<file path="config.mk">
export PLATFORM = sky130hd
export DESIGN_NAME = run_sequencer
export DESIGN_NICKNAME = d
export VERILOG_FILES = /design/src/rtl/run_sequencer.sv
export SDC_FILE = /design/constraint.sdc
export NUM_CORES = 1
export LEC_CHECK = 0
export BUFFER_PORTS_ARGS = -buffer_cell sky130_fd_sc_hd__buf_2
export CAP_MARGIN = 20
export CORE_AREA = 2 2 95 97
export CTS_CLUSTER_SIZE = 28
export DETAILED_ROUTE_END_ITERATION = 7
export DIE_AREA = 0 0 97 99
export GPL_TIMING_DRIVEN = 0
export PLACE_DENSITY = 0.82
export SETUP_SLACK_MARGIN = 0.15
export SYNTH_ARGS = -nofsm -noshare
export SYNTH_HDL_FRONTEND = slang
export SYNTH_SLANG_ARGS = --single-unit
</file>
<file path="constraint.sdc">
create_clock -name clk -period 2.57 [get_ports clk]
set_input_delay 0.1285 -clock clk [delete_from_list [all_inputs] [get_ports clk]]
set_output_delay 0.1285 -clock clk [all_outputs]
set_load 0.01 [all_outputs]
</file>
<file path="src/rtl/run_sequencer.sv">
// Multi-run controller: IM load, DM load, execute, DM unload, with memory muxing and DM range snooping.
// Optional execution watchdog enabled by defining RUN_WATCHDOG_EN.
module run_sequencer #(
  parameter int CORE_COUNT          = 1,
  parameter int REG_WIDTH           = 12,
  parameter int DATA_MEM_ADDR_WIDTH = 12,
  parameter int INS_MEM_ADDR_WIDTH  = 8,
  parameter int CYCLE_CNT_WIDTH     = 26,
  parameter int RUN_CNT_WIDTH       = 8,
  parameter int TIMEOUT_CYCLES      = 2**24,
  parameter int Q_END_LOC           = 7,
  parameter int R_START_LOC         = 5,
  parameter int R_END_LOC           = 8,
  localparam int DATA_MEM_WIDTH     = CORE_COUNT*REG_WIDTH
) (
  input  logic                           clk,
  input  logic                           rstN,
  input  logic                           startN,
  input  logic                           reload_imem,
  input  logic                           uart_new_byte_indicate,
  output logic                           new_ins_byte_indicate,
  output logic                           new_data_byte_indicate,
  input  logic                           uart_imem_received,
  input  logic                           uart_dmem_received,
  input  logic                           uart_dmem_transmitted,
  input  logic                           proc_done,
  input  logic [INS_MEM_ADDR_WIDTH-1:0]  uart_imem_addr,
  input  logic                           uart_imem_wr_en,
  input  logic [INS_MEM_ADDR_WIDTH-1:0]  proc_imem_addr,
  input  logic [DATA_MEM_ADDR_WIDTH-1:0] uart_dmem_addr,
  input  logic [DATA_MEM_WIDTH-1:0]      uart_dmem_data,
  input  logic                           uart_dmem_wr_en,
  input  logic [DATA_MEM_ADDR_WIDTH-1:0] proc_dmem_addr,
  input  logic [DATA_MEM_WIDTH-1:0]      proc_dmem_data,
  input  logic                           proc_dmem_wr_en,
  output logic [INS_MEM_ADDR_WIDTH-1:0]  imem_addr,
  output logic                           imem_wr_en,
  output logic [DATA_MEM_ADDR_WIDTH-1:0] dmem_addr,
  output logic [DATA_MEM_WIDTH-1:0]      dmem_data_in,
  output logic                           dmem_wr_en,
  output logic                           proc_startN,
  output logic                           uart_tx_startN,
  output logic [REG_WIDTH-1:0]           rx_end_addr,
  output logic [REG_WIDTH-1:0]           tx_start_addr,
  output logic [REG_WIDTH-1:0]           tx_end_addr,
  output logic [2:0]                     state,
  output logic                           error,
  output logic [CYCLE_CNT_WIDTH-1:0]     cycle_count,
  output logic [RUN_CNT_WIDTH-1:0]       run_count
);

  localparam logic [2:0] S_IDLE      = 3'd0;
  localparam logic [2:0] S_LOAD_IMEM = 3'd1;
  localparam logic [2:0] S_LOAD_DMEM = 3'd2;
  localparam logic [2:0] S_EXEC      = 3'd4;
  localparam logic [2:0] S_UNLOAD    = 3'd5;
  localparam logic [2:0] S_DONE      = 3'd6;
  localparam logic [2:0] S_ERROR     = 3'd7;

  logic [2:0]                 state_r, next_state_s;
  logic                       startN_d_r, imem_valid_r;
  logic                       start_ok_s, enter_exec_s, enter_unload_s, timeout_s;
  logic                       proc_startN_r, uart_tx_startN_r, error_r;
  logic [CYCLE_CNT_WIDTH-1:0] cycle_count_r;
  logic [RUN_CNT_WIDTH-1:0]   run_count_r;
  logic [REG_WIDTH-1:0]       rx_end_r, tx_start_r, tx_end_r;

  assign start_ok_s     = (startN_d_r & ~startN) &
                          ((state_r == S_IDLE) | (state_r == S_DONE) | (state_r == S_ERROR));
  assign enter_exec_s   = (next_state_s == S_EXEC) & (state_r != S_EXEC);
  assign enter_unload_s = (next_state_s == S_UNLOAD) & (state_r != S_UNLOAD);

`ifdef RUN_WATCHDOG_EN
  localparam logic [CYCLE_CNT_WIDTH-1:0] TIMEOUT_LAST = CYCLE_CNT_WIDTH'(TIMEOUT_CYCLES - 1);
  assign timeout_s = (cycle_count_r == TIMEOUT_LAST);
`else
  logic unused_timeout_s;
  assign unused_timeout_s = (TIMEOUT_CYCLES != 0);
  assign timeout_s        = 1'b0;
`endif

  // State register
  always_ff @(posedge clk) begin
    if (!rstN) begin
      state_r <= S_IDLE;
    end else begin
      state_r <= next_state_s;
    end
  end

  // Next-state logic; proc_done takes priority over a same-cycle timeout
  always_comb begin
    next_state_s = state_r;
    case (state_r)
      S_IDLE, S_DONE, S_ERROR: begin
        if (start_ok_s) begin
          next_state_s = (reload_imem | ~imem_valid_r) ? S_LOAD_IMEM : S_LOAD_DMEM;
        end else begin
          next_state_s = state_r;
        end
      end
      S_LOAD_IMEM: next_state_s = uart_imem_received    ? S_LOAD_DMEM : S_LOAD_IMEM;
      S_LOAD_DMEM: next_state_s = uart_dmem_received    ? S_EXEC      : S_LOAD_DMEM;
      S_EXEC:      next_state_s = proc_done ? S_UNLOAD : (timeout_s ? S_ERROR : S_EXEC);
      S_UNLOAD:    next_state_s = uart_dmem_transmitted ? S_DONE      : S_UNLOAD;
      default:     next_state_s = S_IDLE;
    endcase
  end

  // Start-edge detect, one-cycle start strobes, error flag and image-valid tracking
  always_ff @(posedge clk) begin
    if (!rstN) begin
      startN_d_r       <= 1'b1;
      imem_valid_r     <= 1'b0;
      proc_startN_r    <= 1'b1;
      uart_tx_startN_r <= 1'b1;
      error_r          <= 1'b0;
    end else begin
      startN_d_r       <= startN;
      proc_startN_r    <= ~enter_exec_s;
      uart_tx_startN_r <= ~enter_unload_s;
      if ((state_r == S_LOAD_IMEM) && uart_imem_received) imem_valid_r <= 1'b1;
      if (start_ok_s) begin
        error_r <= 1'b0;
      end else if ((state_r == S_EXEC) && (next_state_s == S_ERROR)) begin
        error_r <= 1'b1;
      end
    end
  end

  // Saturating execute-cycle counter and wrapping completed-run counter
  always_ff @(posedge clk) begin
    if (!rstN) begin
      cycle_count_r <= '0;
      run_count_r   <= '0;
    end else begin
      if (enter_exec_s) begin
        cycle_count_r <= '0;
      end else if ((state_r == S_EXEC) && (cycle_count_r != '1)) begin
        cycle_count_r <= cycle_count_r + CYCLE_CNT_WIDTH'(1);
      end
      if ((state_r == S_UNLOAD) && uart_dmem_transmitted) begin
        run_count_r <= run_count_r + RUN_CNT_WIDTH'(1);
      end
    end
  end

  // Snoop UART data-memory writes to the address-range locations
  always_ff @(posedge clk) begin
    if (!rstN) begin
      rx_end_r   <= '0;
      tx_start_r <= '0;
      tx_end_r   <= '0;
    end else if ((state_r == S_LOAD_DMEM) && uart_dmem_wr_en) begin
      if (uart_dmem_addr == DATA_MEM_ADDR_WIDTH'(Q_END_LOC))   rx_end_r   <= uart_dmem_data[REG_WIDTH-1:0];
      if (uart_dmem_addr == DATA_MEM_ADDR_WIDTH'(R_START_LOC)) tx_start_r <= uart_dmem_data[REG_WIDTH-1:0];
      if (uart_dmem_addr == DATA_MEM_ADDR_WIDTH'(R_END_LOC))   tx_end_r   <= uart_dmem_data[REG_WIDTH-1:0];
    end
  end

  // Memory muxing and byte-indicate steering from the current state
  always_comb begin
    imem_addr              = '0;
    imem_wr_en             = 1'b0;
    dmem_addr              = '0;
    dmem_data_in           = '0;
    dmem_wr_en             = 1'b0;
    new_ins_byte_indicate  = 1'b0;
    new_data_byte_indicate = 1'b0;
    case (state_r)
      S_LOAD_IMEM: begin
        imem_addr             = uart_imem_addr;
        imem_wr_en            = uart_imem_wr_en;
        new_ins_byte_indicate = uart_new_byte_indicate;
      end
      S_LOAD_DMEM, S_UNLOAD: begin
        dmem_addr              = uart_dmem_addr;
        dmem_data_in           = uart_dmem_data;
        dmem_wr_en             = uart_dmem_wr_en;
        new_data_byte_indicate = uart_new_byte_indicate & (state_r == S_LOAD_DMEM);
      end
      S_EXEC: begin
        imem_addr    = proc_imem_addr;
        dmem_addr    = proc_dmem_addr;
        dmem_data_in = proc_dmem_data;
        dmem_wr_en   = proc_dmem_wr_en;
      end
      default: begin
        imem_addr = '0;
      end
    endcase
  end

  assign state          = state_r;
  assign proc_startN    = proc_startN_r;
  assign uart_tx_startN = uart_tx_startN_r;
  assign error          = error_r;
  assign cycle_count    = cycle_count_r;
  assign run_count      = run_count_r;
  assign rx_end_addr    = rx_end_r;
  assign tx_start_addr  = tx_start_r;
  assign tx_end_addr    = tx_end_r;

endmodule

</file>
# Word-level counts from Yosys, hierarchy flattened

Index checks and enable logic that the tools add are counted.

Output and inout bits: 112
Word-level logic and storage cells: 68
Register bits: 78
Bits of input ports: 76

Add/sub/neg operators: 2
Equality and inequality tests: 15
Bitwise logic cells: 13
Reduce and logical (&&, ||, !) cells: 13
Mux-type cells: 14

Operators with widths:

| cell                                           | number |
|---|---|
| one-hot mux 12 bit (2 select lines)            | 2 |
| adder 26 x 1 -> 26 bit, second input constant  | 1 |
| != test 26 bit, second input constant          | 1 |
| == test 12 x 3 -> 1 bit, second input constant | 2 |
| == test 3 bit, second input constant           | 7 |
| one-hot mux 8 bit (2 select lines)             | 1 |
| one-hot mux 3 bit (5 select lines)             | 1 |
| == test 12 x 4 -> 1 bit, second input constant | 1 |
| adder 8 x 1 -> 8 bit, second input constant    | 1 |
| 2-to-1 mux 2 bit                               | 3 |
| 2-to-1 mux 3 bit                               | 2 |
| != test 3 bit, second input constant           | 2 |
| AND reduction 2 bit                            | 3 |
| OR reduction 2 bit                             | 3 |
| AND 1 bit                                      | 5 |
| logical AND 1 bit                              | 5 |
| inverter 1 bit                                 | 5 |
| 2-to-1 mux 1 bit                               | 4 |
| == test 3 x 1 -> 1 bit, second input constant  | 1 |
| == test 3 x 2 -> 1 bit, second input constant  | 1 |
| zero test 3 bit                                | 1 |
| OR 1 bit                                       | 3 |
| OR reduction 3 bit                             | 1 |
| one-hot mux 1 bit (2 select lines)             | 1 |

# Depth between registers and ports, before layout

Gate-level depths: netlist (run 1).

Depth in word-level cells: 9
Depth in mapped cells: 7
Mapped depth without buffers: 6

# Least setup slack after synthesis (run 1)

Ideal clock, no wire load.

Path type: reg-to-reg
Start point: register cycle_count_r[5], in the netlist cycle_count[5]
End point: register cycle_count_r[0], in the netlist cycle_count[0]
Period minus slack after synthesis: 2.101 ns
Cell stages (with the launch flop): 8
Required time: 2.442 ns
Arrival time: 1.973 ns
Setup slack: 0.469 ns
Setup time: 0.128 ns
Path buffers: 2
Cell sequence: dfxtp_1 > nand4_4 > or4_4 > buf_6 > o31ai_4 > buf_6 > xor2_1 > nor2_1

Longest elaborated chain between the ends: 2

RTL lines:

| element                | RTL line | text |
|---|---|---|
| start, declared        | 64       | `logic [CYCLE_CNT_WIDTH-1:0] cycle_count_r;` |
| start signal, assigned | 140      | `cycle_count_r <= cycle_count_r + CYCLE_CNT_WIDTH'(1);` |
| != test 26 bit         | 139      | `end else if ((state_r == S_EXEC) && (cycle_count_r != '1)) begin` |
| logical AND 1 bit      | 139      |  |

No other way between the ends.
A chain may end at the register's enable or synchronous reset.

# Worst setup path in the final report (run 1)

Start point: register state_r[1], in the netlist state[1]
End point: register tx_end_r[10], in the netlist tx_end_addr[10]

Longest elaborated chain between the ends: 3

RTL lines:

| element                              | RTL line | text |
|---|---|---|
| start, declared                      | 60       | `logic [2:0] state_r, next_state_s;` |
| start signal, assigned               | 87       | `state_r <= next_state_s;` |
| == test 3 x 2 -> 1 bit               | 154      | `end else if ((state_r == S_LOAD_DMEM) && uart_dmem_wr_en) begin` |
| logical AND 1 bit                    | 154      |  |
| AND reduction 2 bit (no source line) | -        |  |
| end signal, assigned                 | 157      | `if (uart_dmem_addr == DATA_MEM_ADDR_WIDTH'(R_END_LOC)) tx_end_r <= uart_dmem_data[REG_WIDTH-1:0];` |
| end, declared                        | 66       | `logic [REG_WIDTH-1:0] rx_end_r, tx_start_r, tx_end_r;` |

No other way between the ends.

==> reports/qor.json, run 1 <==
{
  "power": {
    "clockPowerShare": 0.401,
    "share_comb_of_total_power": 0.122,
    "power.share.switching": 0.259,
    "power.net_switching_mw": 0.665,
    "power.internal_mw": 1.90,
    "power.static_leakage_nw": 2.43,
    "power_per_cell_area_mw_per_mm2": 491,
    "vdd_drop_max_uv": 380,
    "pwr-share-seq": 0.477
  },
  "sta": {
    "worst_slew_pin_slew_ns": 0.712,
    "hold_viol": 0,
    "final.setup.tns_ns": 0,
    "rsz0062_at_grt": "true",
    "number_of_failing_setup_endpoints_in_the_final_timing_report": 0,
    "post-route-min-period_ns": 2.31,
    "postLayoutSetupSlackWorst_ns": 0.257,
    "max-slew-margin-rel": 0.525,
    "finalMaxSlewViolations": 0,
    "clock.fmax_ghz": 0.432,
    "post-route-period-util": 0.900,
    "finClkSkew_ns": 0.0100
  },
  "die": {
    "io-pin-count": 188,
    "dieWidth_um": 97,
    "placeableCoreArea_mm2": 0.00855,
    "die_area_mm2": 0.00960,
    "floorplan.die.height_um": 99,
    "row_count": 34,
    "floorplan.initialDensity": 0.452
  },
  "route": {
    "detail_route.first_pass.iterations": 5,
    "vias_per_cell": 5.56,
    "m1WireLength_um": 5340,
    "dr_wl_met2_um": 5830,
    "drtAntennaViolNets": 0,
    "dr.max_layer_used": "met4",
    "drc": 0,
    "drt_wl_total_um": 12200,
    "initialDrtViolationCount": 207,
    "wire_per_inst_um": 16.3,
    "wl_met3_um": 761,
    "num_vias": 4168
  },
  "yosys": {
    "yosys_most_used_dff": "sky130_fd_sc_hd__dfxtp_1",
    "netlist_instances": 433,
    "synth_top_cell_by_area": "sky130_fd_sc_hd__dfxtp_1",
    "synth_async_sr_flop_share": 0,
    "synth_edf_count": 0,
    "avgSynthCellArea_um2": 8.92,
    "synth_fp_nets": 511,
    "synth.cell_area_mm2": 0.00386,
    "yosys.cell_count.top_type": "sky130_fd_sc_hd__dfxtp_1",
    "netlist_top_cells_area": "sky130_fd_sc_hd__dfxtp_1 40%, sky130_fd_sc_hd__a22o_1 7.5%, sky130_fd_sc_hd__mux2i_1 6.5%, sky130_fd_sc_hd__nand2_1 6.0%, sky130_fd_sc_hd__nand3_1 3.0%",
    "library_cells_used_by_synthesis": 54,
    "synth-seq-area-share": 0.404,
    "ys_top_cells_by_count": "78 x sky130_fd_sc_hd__dfxtp_1, 62 x sky130_fd_sc_hd__nand2_1, 33 x sky130_fd_sc_hd__a22o_1, 25 x sky130_fd_sc_hd__mux2i_1, 23 x sky130_fd_sc_hd__nand3_1",
    "post-synth-top-area-fraction": 0.404,
    "synth-seq-cells": 78,
    "synth_warnings": 0
  },
  "global_routing": {
    "antenna_violations_before_repair": 1,
    "pin_count_of_the_biggest_net_entering_global_routing": 15,
    "groute.usage.overall": 0.238,
    "grt_first_pass_wirelength_um": 18600,
    "grt.overflow.total": 0,
    "vias_in_the_first_global_route": 3780
  },
  "placed_design": {
    "dpl.hpwl_um": 9330,
    "gp_congestion": 0.925,
    "pre_cts_setup_slack_ns": 0.161,
    "portBuffers": 187
  },
  "setup_path": {
    "critical_path.startpoint": "state[1]",
    "cp.depth": 6,
    "worst-path-max-fanout": 10,
    "worst-r2r-setup-slack_ns": 0.26,
    "worst_setup_path_end_kind": "flip-flop",
    "critical_path_required_ns": 2.81,
    "crit_path_start_kind": "flip-flop",
    "timing.critical_path.buf_inv": 1,
    "slowest_stage": "sky130_fd_sc_hd__dfxtp_1",
    "worst_r2r_dst": "tx_end_addr[10]",
    "crit_path_max_incr_delay_ns": 0.47,
    "ff2ff_path_depth": 6,
    "setup.worst_path.class": "reg -> reg",
    "crit_chain": "nor3b_2, nand4_1, nor4_4, clkbuf_4, mux2i_1, nor2b_1",
    "regToRegStartpoint": "state[1]",
    "worst-endpoint-arrival_ns": 2.55,
    "cpLargestDelayFamily": "simple AND/OR/NAND/NOR gates",
    "timing.critical_path.to": "tx_end_addr[10]"
  },
  "hold_path": {
    "hold_depth": 3,
    "hp-class": "in -> reg"
  },
  "cts": {
    "insertion_delay_ns": 0.35,
    "cts_max_path_buffers": 2,
    "worst_setup_hold_path_clk_slew_ns": 0.09,
    "ctsHtreeMaxLevel": 3,
    "number_of_clock_sinks": 78,
    "tritoncts": "built",
    "total_clock_buffers_created_by_cts": 9,
    "cts_root_buffer": "sky130_fd_sc_hd__clkbuf_8"
  },
  "flow_run": {
    "maximum_capacitance_violations": 0
  },
  "cells_and_area": {
    "design.final.nets": 713,
    "post_route_cells_drive_above_1_share": 0.380,
    "synthToLayoutAreaGrowth_pct": 35.3,
    "fillerInstances": 757
  },
  "status": {
    "status": "complete, no violations"
  }
}
==> worst register-to-register path: cells and delay by family (launching register included) <==
| family | cells | cell delay (ns) |
|---|---|---|
| AND/OR/NAND/NOR | 4 | 1.19 |
| buffers and inverters | 1 | 0.34 |
| flip-flops | 1 | 0.47 |
| multiplexers | 1 | 0.21 |
==> final cells by class <==
class / count / area [um^2] / share of cell area
well taps: 108 / 135 / 0.0259
plain buffers: 28 / 145 / 0.0278
clock buffers: 9 / 124 / 0.0237
repair buffers: 191 / 968 / 0.185
flip-flops and latches: 78 / 1560 / 0.299
inverters: 8 / 30.0 / 0.00575
diodes: 1 / 2.50 / 0.000479
multi-input cells: 319 / 2160 / 0.413
clock inverters: 7 / 97.6 / 0.0187
==> how the worst min path moves through the flow <==
stage                            startpoint  slack [ns]             end
after floorplan                      startN        0.23      startN_d_r
after detailed placement             startN        0.35      startN_d_r
after CTS                 uart_dmem_data[5]        0.05  rx_end_addr[5]
after global placement               startN        0.34      startN_d_r
final                     uart_dmem_data[5]        0.04  rx_end_addr[5]
after global routing      uart_dmem_data[2]        0.04  rx_end_addr[2]
==> metal layers <==
metal / track usage / up-vias
met5: 0 / -
met4: 0.0856 / 0
met3: 0.0475 / 26
met2: 0.381 / 181
met1: 0.319 / 1987
li1: - / 1974
==> kinds of logic (layout without fill, tap and decap cells) <==
logic type / Yosys count / count (layout) / share of synthesized area
compound gates: 92 / 92 / 0.187
xor+xnor: 17 / 17 / 0.0386
fa+ha+maj: 2 / 2 / 0.00648
buf+inv: 36 / 243 / 0.0418
flops: 78 / 78 / 0.404
mux: 25 / 25 / 0.0648
other cells: 0 / 1 / 0
simple gates: 183 / 183 / 0.257
==> power groups by stage <==
stage / Clock [mW] / Combinational, mW / Sequential (mW)
after floorplan: 0 / 0.151 / 1.25
after global placement: 0 / 0.296 / 1.25
after detailed placement: 0 / 0.303 / 1.25
after CTS: 1.04 / 0.308 / 1.22
after global routing: 1.10 / 0.340 / 1.22
final: 1.03 / 0.314 / 1.22
==> registers in the layout (all words and copies together), names as in the netlist <==
name and cells:
cycle_count 26, proc_startN 1, startN_d_r 1, rx_end_addr 12, tx_start_addr 12, state 3, tx_end_addr 12, imem_valid_r 1
uart_tx_startN 1, run_count 8, error 1
==> layout by cell type (no fill, tap or decap), drive strengths merged, types with 9 or more instances in the layout <==
master and count:
or4 11, a22o 33, and2 11, dfxtp 78, nor2 18, xor2 11, nand4 9, nand2 62
mux2i 25, inv 9, nand3 23, nor2b 15, a21oi 16, o21ai 19, buf 197, clkbuf 30
==> through the flow <==
step | utilization | area, um^2 | hold slack (ns) | std cells | total power, mW
global placement | 0.577 | 4930 | 0.344 | 728 | 1.55
finish | 0.611 | 5220 | 0.0446 | 749 | 2.56
detailed placement | 0.577 | 4930 | 0.347 | 728 | 1.55
floorplan | - | 3860 | 0.230 | 433 | 1.40
global route | 0.611 | 5220 | 0.0399 | 749 | 2.66
CTS | 0.606 | 5180 | 0.0450 | 745 | 2.56
==> what timing repair did <==
item                                   4_1_cts  5_1_grt
buffers inserted                             0        3
setup endpoints to repair                   30       53
pin swaps                                    0        4
gates resized for setup                      4       12
endpoints found under the hold margin        1        0
hold buffers                                 1        0
Note: power is estimated with default switching activity, not from simulation.
==> run 2, diff against run 1 <==
--- a/config.mk
+++ b/config.mk
@@ -13,6 +13,7 @@
 export DIE_AREA = 0 0 97 99
 export GPL_TIMING_DRIVEN = 0
 export PLACE_DENSITY = 0.82
+export REMOVE_ABC_BUFFERS = 1
 export SETUP_SLACK_MARGIN = 0.15
 export SYNTH_ARGS = -nofsm -noshare
 export SYNTH_HDL_FRONTEND = slang
==> run 2 against run 1 <==
Against the previous run: utilization decreased by 0.75 points; register-to-register slack improved by 0.07 ns; cell count decreased by 2.8%; critical path type is now reg -> out; largest power group unchanged; highest routed layer unchanged.
==> reports/qor.json, run 2 (synthesis gave the netlist of run 1 again) <==
{
  "global_routing": {
    "pin_count_of_the_biggest_net_entering_global_routing": {"value": 77, "change": "+62"},
    "groute.usage.overall": {"value": 0.223, "change": "-0.0145"},
    "grt.overflow.total": {"value": 0, "change": "unchanged"},
    "grt_first_pass_wirelength": {"value": 17700, "unit": "um", "change": "-5.3%"},
    "antenna_violations_before_repair": {"value": 0, "change": "-1"},
    "vias_in_the_first_global_route": {"value": 3740, "change": "-1.1%"}
  },
  "route": {
    "drtAntennaViolNets": {"value": 0, "change": "unchanged"},
    "wire_per_inst": {"value": 15.0, "unit": "um", "change": "-7.9%"},
    "vias_per_cell": {"value": 5.33, "change": "-4.2%"},
    "num_vias": {"value": 3880, "change": "-6.9%"},
    "drc": {"value": 0, "change": "unchanged"},
    "drt_wl_total": {"value": 10900, "unit": "um", "change": "-10%"},
    "detail_route.first_pass.iterations": {"value": 4, "change": "-1"},
    "initialDrtViolationCount": {"value": 101, "change": "-51%"}
  },
  "power": {
    "power.static_leakage": {"value": 2.41, "unit": "nW", "change": "-0.85%"},
    "post-layout-total-power": {"value": 2.38, "unit": "mW", "change": "-7.0%"},
    "power_per_cell_area": {"value": 462, "unit": "mW/mm^2", "change": "-5.9%"},
    "vdd_drop_max": {"value": 254, "unit": "uV", "change": "-33%"}
  },
  "die": {
    "row_count": {"value": 34, "change": "unchanged"},
    "io-pin-count": {"value": 188, "change": "unchanged"},
    "placeableCoreArea": {"value": 0.00855, "unit": "mm^2", "change": "unchanged"},
    "dieWidth": {"value": 97, "unit": "um", "change": "unchanged"},
    "floorplan.initialDensity": {"value": 0.452, "change": "unchanged"},
    "die_area": {"value": 0.00960, "unit": "mm^2", "change": "unchanged"},
    "floorplan.die.height": {"value": 99, "unit": "um", "change": "unchanged"}
  },
  "status": {
    "status": "complete, no violations"
  },
  "sta": {
    "hold_viol": {"value": 0, "change": "unchanged"},
    "number_of_failing_setup_endpoints_in_the_final_timing_report": {"value": 0, "change": "unchanged"},
    "max-slew-margin-rel": {"value": 0.537, "change": "+0.0120"},
    "worst_slew_pin_slew": {"value": 0.691, "unit": "ns", "change": "-0.0218 ns"},
    "post-route-period-util": {"value": 0.877, "change": "-0.0226"},
    "post-route-min-period": {"value": 2.25, "unit": "ns", "change": "-0.0581 ns"},
    "clock.fmax": {"value": 0.444, "unit": "GHz", "change": "+2.6%"},
    "finalMaxSlewViolations": {"value": 0, "change": "unchanged"},
    "finClkSkew": {"value": 0.00932, "unit": "ns", "change": "-0.000678 ns"},
    "rsz0062_at_grt": "false"
  },
  "setup_path": {
    "crit_path_start_kind": "flip-flop",
    "ff2ff_path_depth": {"value": 6, "change": "unchanged"},
    "worst-path-max-fanout": {"value": 25, "change": "+15"},
    "cpLargestDelayFamily": "simple AND/OR/NAND/NOR gates",
    "critical_path_required": {"value": 2.44, "unit": "ns", "change": "-0.37 ns"},
    "timing.critical_path.buf_inv": {"value": 2, "change": "+1"},
    "slowest_stage": "sky130_fd_sc_hd__dfxtp_1",
    "crit_path_max_incr_delay": {"value": 0.60, "unit": "ns", "change": "+0.13 ns"},
    "worst-endpoint-arrival": {"value": 2.13, "unit": "ns", "change": "-0.42 ns"},
    "setup.worst_path.class": "reg -> out",
    "worst_setup_path_end_kind": "output port",
    "cp.depth": {"value": 5, "change": "-1"},
    "crit_chain": "inv_1, or3_1, nand2_4, a22o_1, buf_2"
  },
  "placed_design": {
    "portBuffers": {"value": 187, "change": "unchanged"},
    "dpl.hpwl": {"value": 8040, "unit": "um", "change": "-14%"},
    "gp_congestion": {"value": 0.859, "change": "-7.1%"}
  },
  "cells_and_area": {
    "antenna_cells_inserted": {"value": 0, "change": "-1"},
    "design.final.nets": {"value": 693, "change": "-2.8%"},
    "most-common-layout-cells": "187 x sky130_fd_sc_hd__buf_2, 76 x sky130_fd_sc_hd__dfxtp_1, 59 x sky130_fd_sc_hd__nand2_1",
    "post_route_core_utilization": {"value": 0.603, "change": "-0.00746"},
    "post_route_cells_drive_above_1_share": {"value": 0.397, "change": "+0.0171"},
    "fillerInstances": {"value": 739, "change": "-2.4%"},
    "largest_reg_flops": {"value": 26, "change": "unchanged"},
    "synthToLayoutAreaGrowth_pct": 33.6,
    "layout_commonest_cell": "sky130_fd_sc_hd__buf_2"
  },
  "hold_path": {
    "hp-class": "in -> reg",
    "hold_depth": {"value": 3, "change": "unchanged"}
  },
  "cts": {
    "number_of_clock_sinks": {"value": 78, "change": "unchanged"},
    "insertion_delay": {"value": 0.34, "unit": "ns", "change": "about the same"},
    "total_clock_buffers_created_by_cts": {"value": 9, "change": "unchanged"},
    "worst_setup_hold_path_clk_slew": {"value": 0.09, "unit": "ns", "change": "about the same"},
    "cts_root_buffer": "sky130_fd_sc_hd__clkbuf_8",
    "cts_max_path_buffers": {"value": 2, "change": "unchanged"},
    "ctsHtreeMaxLevel": {"value": 3, "change": "unchanged"},
    "tritoncts": "built"
  },
  "flow_run": {
    "maximum_capacitance_violations": {"value": 0, "change": "unchanged"}
  }
}
[run 2: changes by cell type in the layout (fill, tap and decap cells not counted), sizes merged]
cell      previous run  this run
bufinv               2         0
clkinvlp             2         0
clkinv               2         4
diode                1         0
clkbuf              30        11
buf                197       198
[run 2: worst paths after layout]
path         slack (ns)        endpoint         startpoint
max                0.32    dmem_addr[2]           state[0]
min                0.05  rx_end_addr[9]  uart_dmem_data[9]
max reg2reg        0.33  cycle_count[5]    cycle_count[17]
min reg2reg        0.46  rx_end_addr[1]     rx_end_addr[1]
[run 2: area by class of cell]
class	instances	area, um^2	area share
inverters	8	30.0	0.00582
clock buffers	11	151	0.0293
repair buffers	199	1070	0.207
multi-input cells	319	2180	0.422
flip-flops and latches	78	1560	0.303
clock inverters	5	32.5	0.00631
well taps	108	135	0.0262
[run 2: through the flow]
step | hold WS, ns | cell area (um^2) | setup WS [ns] | setup TNS (ns) | cells
floorplan | 0.202 | 3730 | -0.214 | -0.835 | 405
finish | 0.0534 | 5160 | 0.315 | 0 | 728
global placement | 0.335 | 4800 | -0.883 | -27.15 | 700
global route | 0.0421 | 5160 | 0.165 | 0 | 728
detailed placement | 0.346 | 4870 | -0.277 | -6.04 | 703
CTS | 0.0375 | 5130 | 0.0151 | 0 | 727
[run 2: what timing repair did]
| action | CTS | global route |
|---|---|---|
| pin swaps | 5 | 0 |
| gates resized for setup | 4 | 4 |
| setup buffers | 7 | 0 |
| setup endpoints to repair | 86 | 67 |
| hold buffers | 1 | 0 |
| endpoints found under the hold margin | 1 | 0 |
[run 2: metal layers]
metal / share of wire / global-route usage
met5: 0 / 0
met4: 0.017 / 0.0856
met3: 0.058 / 0.0546
met2: 0.51 / 0.400
met1: 0.41 / 0.257
[run 2: power breakdown]
group          switching (mW)  internal [mW]
clock                   0.458          0.404
combinational           0.157          0.132
sequential             0.0161           1.21
total                   0.632           1.75
[run 2: worst reg2reg max path, stage by stage (launching register included)]
cell and delay (ns):
sky130_fd_sc_hd__dfxtp_1 0.43, sky130_fd_sc_hd__nand4_1 0.26, sky130_fd_sc_hd__or4_4 0.70, sky130_fd_sc_hd__o311ai_4 0.31
sky130_fd_sc_hd__buf_4 0.21, sky130_fd_sc_hd__xor2_1 0.16, sky130_fd_sc_hd__nor2_1 0.05
